File: src/rtl/bin_to_bcd_seq_if.sv
// rtl/bin_to_bcd_seq_if.sv - start/ready request and BCD result bundle for bin_to_bcd_seq
//
// Signals:
//   start  : request a conversion of bin (master -> slave)
//   bin    : W-bit binary operand (master -> slave)
//   ready  : converter idle, start will be accepted (slave -> master)
//   done   : one-cycle pulse, new bcd/neg visible (slave -> master)
//   bcd    : 4*DIGITS-bit result, [3:0] = ones digit (slave -> master)
//   neg    : sign of the last result (slave -> master)
interface bin_to_bcd_seq_if #(
   parameter int W      = 8,
   parameter int DIGITS = 3
);
   logic                  start;
   logic [W-1:0]          bin;
   logic                  ready;
   logic                  done;
   logic [4*DIGITS-1:0]   bcd;
   logic                  neg;

   modport master (output start, output bin,
                   input  ready, input  done, input bcd, input neg);
   modport slave  (input  start, input  bin,
                   output ready, output done, output bcd, output neg);
endinterface

File: src/rtl/bin_to_bcd_seq.sv
// rtl/bin_to_bcd_seq.sv - sequential double-dabble binary-to-BCD converter, one bit per clock
//
// Ports:
//   clk   : rising-edge system clock
//   rst_l : asynchronous active-low reset
//   bus   : bin_to_bcd_seq_if.slave (start, bin, ready, done, bcd, neg)
//
// Optional feature macro: BIN_TO_BCD_SIGNED_EN
//   defined   -> bin is two's complement, magnitude converted, neg reports sign
//   undefined -> bin is unsigned, neg is constant 0
module bin_to_bcd_seq #(
   parameter int W      = 8,
   parameter int DIGITS = 3
) (
   input  logic          clk,
   input  logic          rst_l,
   bin_to_bcd_seq_if.slave bus
);

   localparam int BW = 4 * DIGITS;
   localparam int CW = $clog2(W + 1);

   localparam logic [0:0] IDLE  = 1'b0;
   localparam logic [0:0] SHIFT = 1'b1;

   logic [0:0]    state;
   logic [W-1:0]  sr;
   logic [BW-1:0] scr;
   logic [CW-1:0] cnt;
   logic [BW-1:0] bcd_q;
   logic          neg_q;
   logic          done_q;

   logic [BW-1:0] adj;
   logic [BW-1:0] scr_nx;
   logic [W-1:0]  mag;
   logic          sign_in;
   logic          sign_q;

   // Add-3 correction on every digit that would overflow past 9 when doubled.
   always_comb begin
      adj = scr;
      for (int d = 0; d < DIGITS; d++) begin
         if (scr[4*d +: 4] >= 4'd5)
            adj[4*d +: 4] = scr[4*d +: 4] + 4'd3;
      end
      scr_nx = {adj[BW-2:0], sr[W-1]};
   end

`ifdef BIN_TO_BCD_SIGNED_EN
   // W-bit negation: the most-negative value maps onto itself, which read as
   // unsigned is exactly its magnitude.
   always_comb begin
      sign_in = bus.bin[W-1];
      mag     = sign_in ? (~bus.bin + W'(1)) : bus.bin;
   end

   always_ff @(posedge clk or negedge rst_l) begin
      if (!rst_l)
         sign_q <= 1'b0;
      else if (state == IDLE && bus.start)
         sign_q <= sign_in;
   end
`else
   always_comb begin
      sign_in = 1'b0;
      mag     = bus.bin;
      sign_q  = 1'b0;
   end
`endif

   always_ff @(posedge clk or negedge rst_l) begin
      if (!rst_l) begin
         state  <= IDLE;
         sr     <= '0;
         scr    <= '0;
         cnt    <= '0;
         bcd_q  <= '0;
         neg_q  <= 1'b0;
         done_q <= 1'b0;
      end else begin
         done_q <= 1'b0;
         case (state)
            IDLE: begin
               if (bus.start) begin
                  sr    <= mag;
                  scr   <= '0;
                  cnt   <= CW'(W);
                  state <= SHIFT;
               end
            end
            default: begin
               scr <= scr_nx;
               sr  <= {sr[W-2:0], 1'b0};
               cnt <= cnt - CW'(1);
               if (cnt == CW'(1)) begin
                  // Result register is only written here, so the display
                  // never sees partially converted scratch digits.
                  bcd_q  <= scr_nx;
                  neg_q  <= sign_q;
                  done_q <= 1'b1;
                  state  <= IDLE;
               end
            end
         endcase
      end
   end

   assign bus.ready = (state == IDLE);
   assign bus.done  = done_q;
   assign bus.bcd   = bcd_q;
   assign bus.neg   = neg_q;

endmodule

File: src/flat_wrapper.sv
// flat-port wrapper written by rule: the top's interface ports become plain ports
module bin_to_bcd_seq_flat 
#(
   parameter int W      = 8,
   parameter int DIGITS = 3
)
  (clk, rst_l, bus_start, bus_bin, bus_ready, bus_done, bus_bcd, bus_neg);
  bin_to_bcd_seq_if #(.W(W), .DIGITS(DIGITS)) bus_i ();
  input  logic clk;
  input  logic rst_l;
  input wire logic [$bits(bus_i.start)-1:0] bus_start;
  input wire logic [$bits(bus_i.bin)-1:0] bus_bin;
  output wire logic [$bits(bus_i.ready)-1:0] bus_ready;
  output wire logic [$bits(bus_i.done)-1:0] bus_done;
  output wire logic [$bits(bus_i.bcd)-1:0] bus_bcd;
  output wire logic [$bits(bus_i.neg)-1:0] bus_neg;
  assign bus_i.start = bus_start;
  assign bus_i.bin = bus_bin;
  assign bus_ready = bus_i.ready;
  assign bus_done = bus_i.done;
  assign bus_bcd = bus_i.bcd;
  assign bus_neg = bus_i.neg;
  bin_to_bcd_seq #(.W(W), .DIGITS(DIGITS)) u_core (.clk(clk), .rst_l(rst_l), .bus(bus_i));
endmodule
File: config.mk
export PLATFORM = sky130hd
export DESIGN_NAME = bin_to_bcd_seq_flat
export DESIGN_NICKNAME = d
export VERILOG_FILES = /design/src/rtl/bin_to_bcd_seq_if.sv /design/src/rtl/bin_to_bcd_seq.sv /design/src/flat_wrapper.sv
export SDC_FILE = /design/constraint.sdc
export NUM_CORES = 1
export LEC_CHECK = 0
export CAP_MARGIN = 20
export CORE_ASPECT_RATIO = 0.7
export CORE_UTILIZATION = 53
export CTS_CLUSTER_SIZE = 24
export DETAILED_ROUTE_END_ITERATION = 8
export PLACE_DENSITY = 0.78
export SLEW_MARGIN = 20
export SYNTH_ARGS = -nofsm -noshare
export SYNTH_HDL_FRONTEND = slang
export SYNTH_SLANG_ARGS = --single-unit
File: constraint.sdc
create_clock -name clk -period 2 [get_ports clk]
set_input_delay 0.5 -clock clk [delete_from_list [all_inputs] [get_ports clk]]
set_output_delay 0.5 -clock clk [all_outputs]
set_load 0.01 [all_outputs]
==> reports/metrics.yaml <==
outcome: "finished, final reports clean"
tritoncts: "done"
drtAntennaViolNets: 0
switchingPower_mw: 1.32
holdCritPathClass: "register to register"
synth-edff-count: 0
p_comb_share_pct: 46.6
grt_max_degree: 39
cts_setup_buffers: 0
viasPerCell: 5.30
ys_ff_latch: 38
peakVddDrop_uv: 727
syn_nets: 193
rows: 17
yosys.cell_count.top_type: "dfrtp_1"
synthSimpleGateAreaFrac_pct: 13.3
synth_fa_ha_area_share_pct: 5.48
dpl_cell_area_um2: 2100
place_congestion: 0.820
crit_family: "buffers and inverters"
rsz0062_at_grt: "no"
hold_ws_ps: 484
grt_antenna_before_repair: 0
synth_compound_area_share_pct: 14.0
drv_cap: 0
max_stage_delay_ps: 530
cts-resized-gates: 0
clock_power_share_pct: 14.3
slew_violations: 0
firstDrtPassIters: 4
syn2layout_area_growth_pct: 19.1
worstSetupStartpointType: "register"
hpwl_mm: 2.42
gr-total-overflow: 0
first_global_vias: 1307
intPower_mw: 2.15
grt_use_total_pct: 22.3
max-clock-path-buffers: 2
synth-xor-area-share_pct: 1.44
max_freq_mhz: 551
synth_top_family_by_area: "compound AO/OA/AOI/OAI gates"
clkTransAtPathRegs_ps: 80
yosysWarnings: 0
start_util_pct: 56.9
path_max_fanout: 3
numCtsBuffers: 5
syn_inst: 174
hold_violations: 0
clkLatencyLatePin_ps: 290
drc: 0
syn-cell-area_um2: 1830
period_needed_ps: 1810
vias: 1309
wl_per_cell_um: 14.1
fin_worst_skew_ps: 6.37
postCtsHoldBufs: 0
setup_viol: 0
portBuffers: 24
stdcell_area_um2: 2180
synth_common_cells: "dfrtp_1, nand2_1, o21ai_0"
criticalPathCategory: "register to primary output"
synth_seq_area_share_pct: 52.1
synth.mux.area_fraction_pct: 8.15
syn_area_per_cell_um2: 10.5
die_h_um: 51.1
ios: 26
htree_levels: 2
diodes: 0
synthFlopType: "dfrtp_1"
cpMaxStageDelayCell: "clkdlybuf4s50_1"
switching_share_pct: 38.0
synth_top_area_share_pct: 52.1
final_util_pct: 67.7
fin_crit_sh_pct: 90.7
yosys.area.top_type: "dfrtp_1"
grt_first_pass_wirelength_mm: 6.08
cp.required_ps: 1500
p_seq_share_pct: 39.2
worstPathArrival_ps: 1310
cts-root-buf: "clkbuf_8"
die_w_um: 72.2
drtIter0Drc: 123
p_leak_nw: 1.01
crit_path_end_kind: "primary output"
tns_ps: 0
synth.distinct_cells: 33
crit_chain: "inv_1, clkdlybuf4s50_1"
ys_async_sr_fraction_pct: 100
fin_nets: 219
drive_gt1_share_pct: 10.5
p_per_area_nw_per_um2: 1590
yosys-top-cells-area: "dfrtp_1, nand2_1, ha_1"
core_um2: 3210
cts_sinks: 38
drt_wl_total_mm: 3.49
path_buf_inv: 2
die-area_um2: 3690
-- stage by stage --
stage                     total power, mW  instances  setup WS [ps]
after floorplan                      2.45        174            511
after global placement               2.87        240            345
after detailed placement             2.99        240            288
after CTS                            3.49        247            178
after global routing                 3.75        247            148
final                                3.47        247            186
-- per-layer routing --
layer | GRT usage (%) | up-vias | routed length (um)
met2 | 35.5 | 33 | 1650
li1 | - | 637 | -
met5 | 0 | - | 0
met1 | 29.5 | 634 | 1620
met3 | 6.90 | 5 | 187
met4 | 6.86 | 0 | 40
-- layout by cell type (no fill, tap or decap), types with 2 or more instances in the layout --
cell,instances
nor2_1,3
inv_1,9
ha_1,8
a21o_1,2
a21oi_1,7
o21ai_0,18
dfrtp_1,38
clkbuf_8,5
nor3_1,2
buf_4,4
clkdlybuf4s50_1,24
a21oi_2,2
mux2_2,3
mux2i_1,10
nand2_1,30
nor3b_1,6
xnor2_1,3
nand2b_1,3
o22ai_1,8
clkinv_2,2
-- worst paths after layout --
| kind | start | end | slack, ps | cells after the start |
|---|---|---|---|---|
| worst max-delay path | u_core.state | bus_ready | 190 | 2 |
| worst min-delay path | u_core.bus.bcd[6] | u_core.bus.bcd[6] | 480 | 2 |
| worst max register to register | u_core.scr[5] | u_core.scr[6] | 330 | 6 |
| worst min register to register | u_core.bus.bcd[6] | u_core.bus.bcd[6] | 480 | 2 |
| max in group asynchronous | rst_l | u_core.sr[5] | 1010 | 2 |
| min in group asynchronous | rst_l | u_core.scr[6] | 660 | 2 |
-- registers in the layout, summed over array words and instances (netlist names) --
register         flops
u_core.bus.bcd      12
u_core.scr          12
u_core.sr            8
u_core.cnt           4
u_core.bus.done      1
u_core.state         1
-- cell families after synthesis --
kind of cell	count (synthesis)
xor+xnor	3
buf+inv	19
mux	14
fa+ha+maj	8
simple gates	48
flops	38
compound gates	43
other cells	1
-- worst register-to-register path, stage by stage, from the launching register on --
cell      delay (ps)
dfrtp_1          390
inv_1             90
ha_1             170
nand2b_1         150
a21oi_1          260
mux2_2           390
o22ai_1          150
-- power groups by stage --
stage                     logic, mW  clock network [mW]  registers [mW]
after global routing           1.81               0.544            1.40
after detailed placement       1.63                   0            1.36
after floorplan                1.09                   0            1.36
after CTS                      1.63               0.505            1.36
final                          1.62               0.495            1.36
after global placement         1.53                   0            1.34
-- layout make-up --
cell class	count	area, um^2
fill	236	1040
sequential	38	951
multi-input combinational	117	777
timing repair buffer	28	270
clock buffer	5	68.8
tap	47	58.8
inverter	10	40.0
clock inverter	2	10.0
No activity file was read; power rests on OpenSTA's default activity.
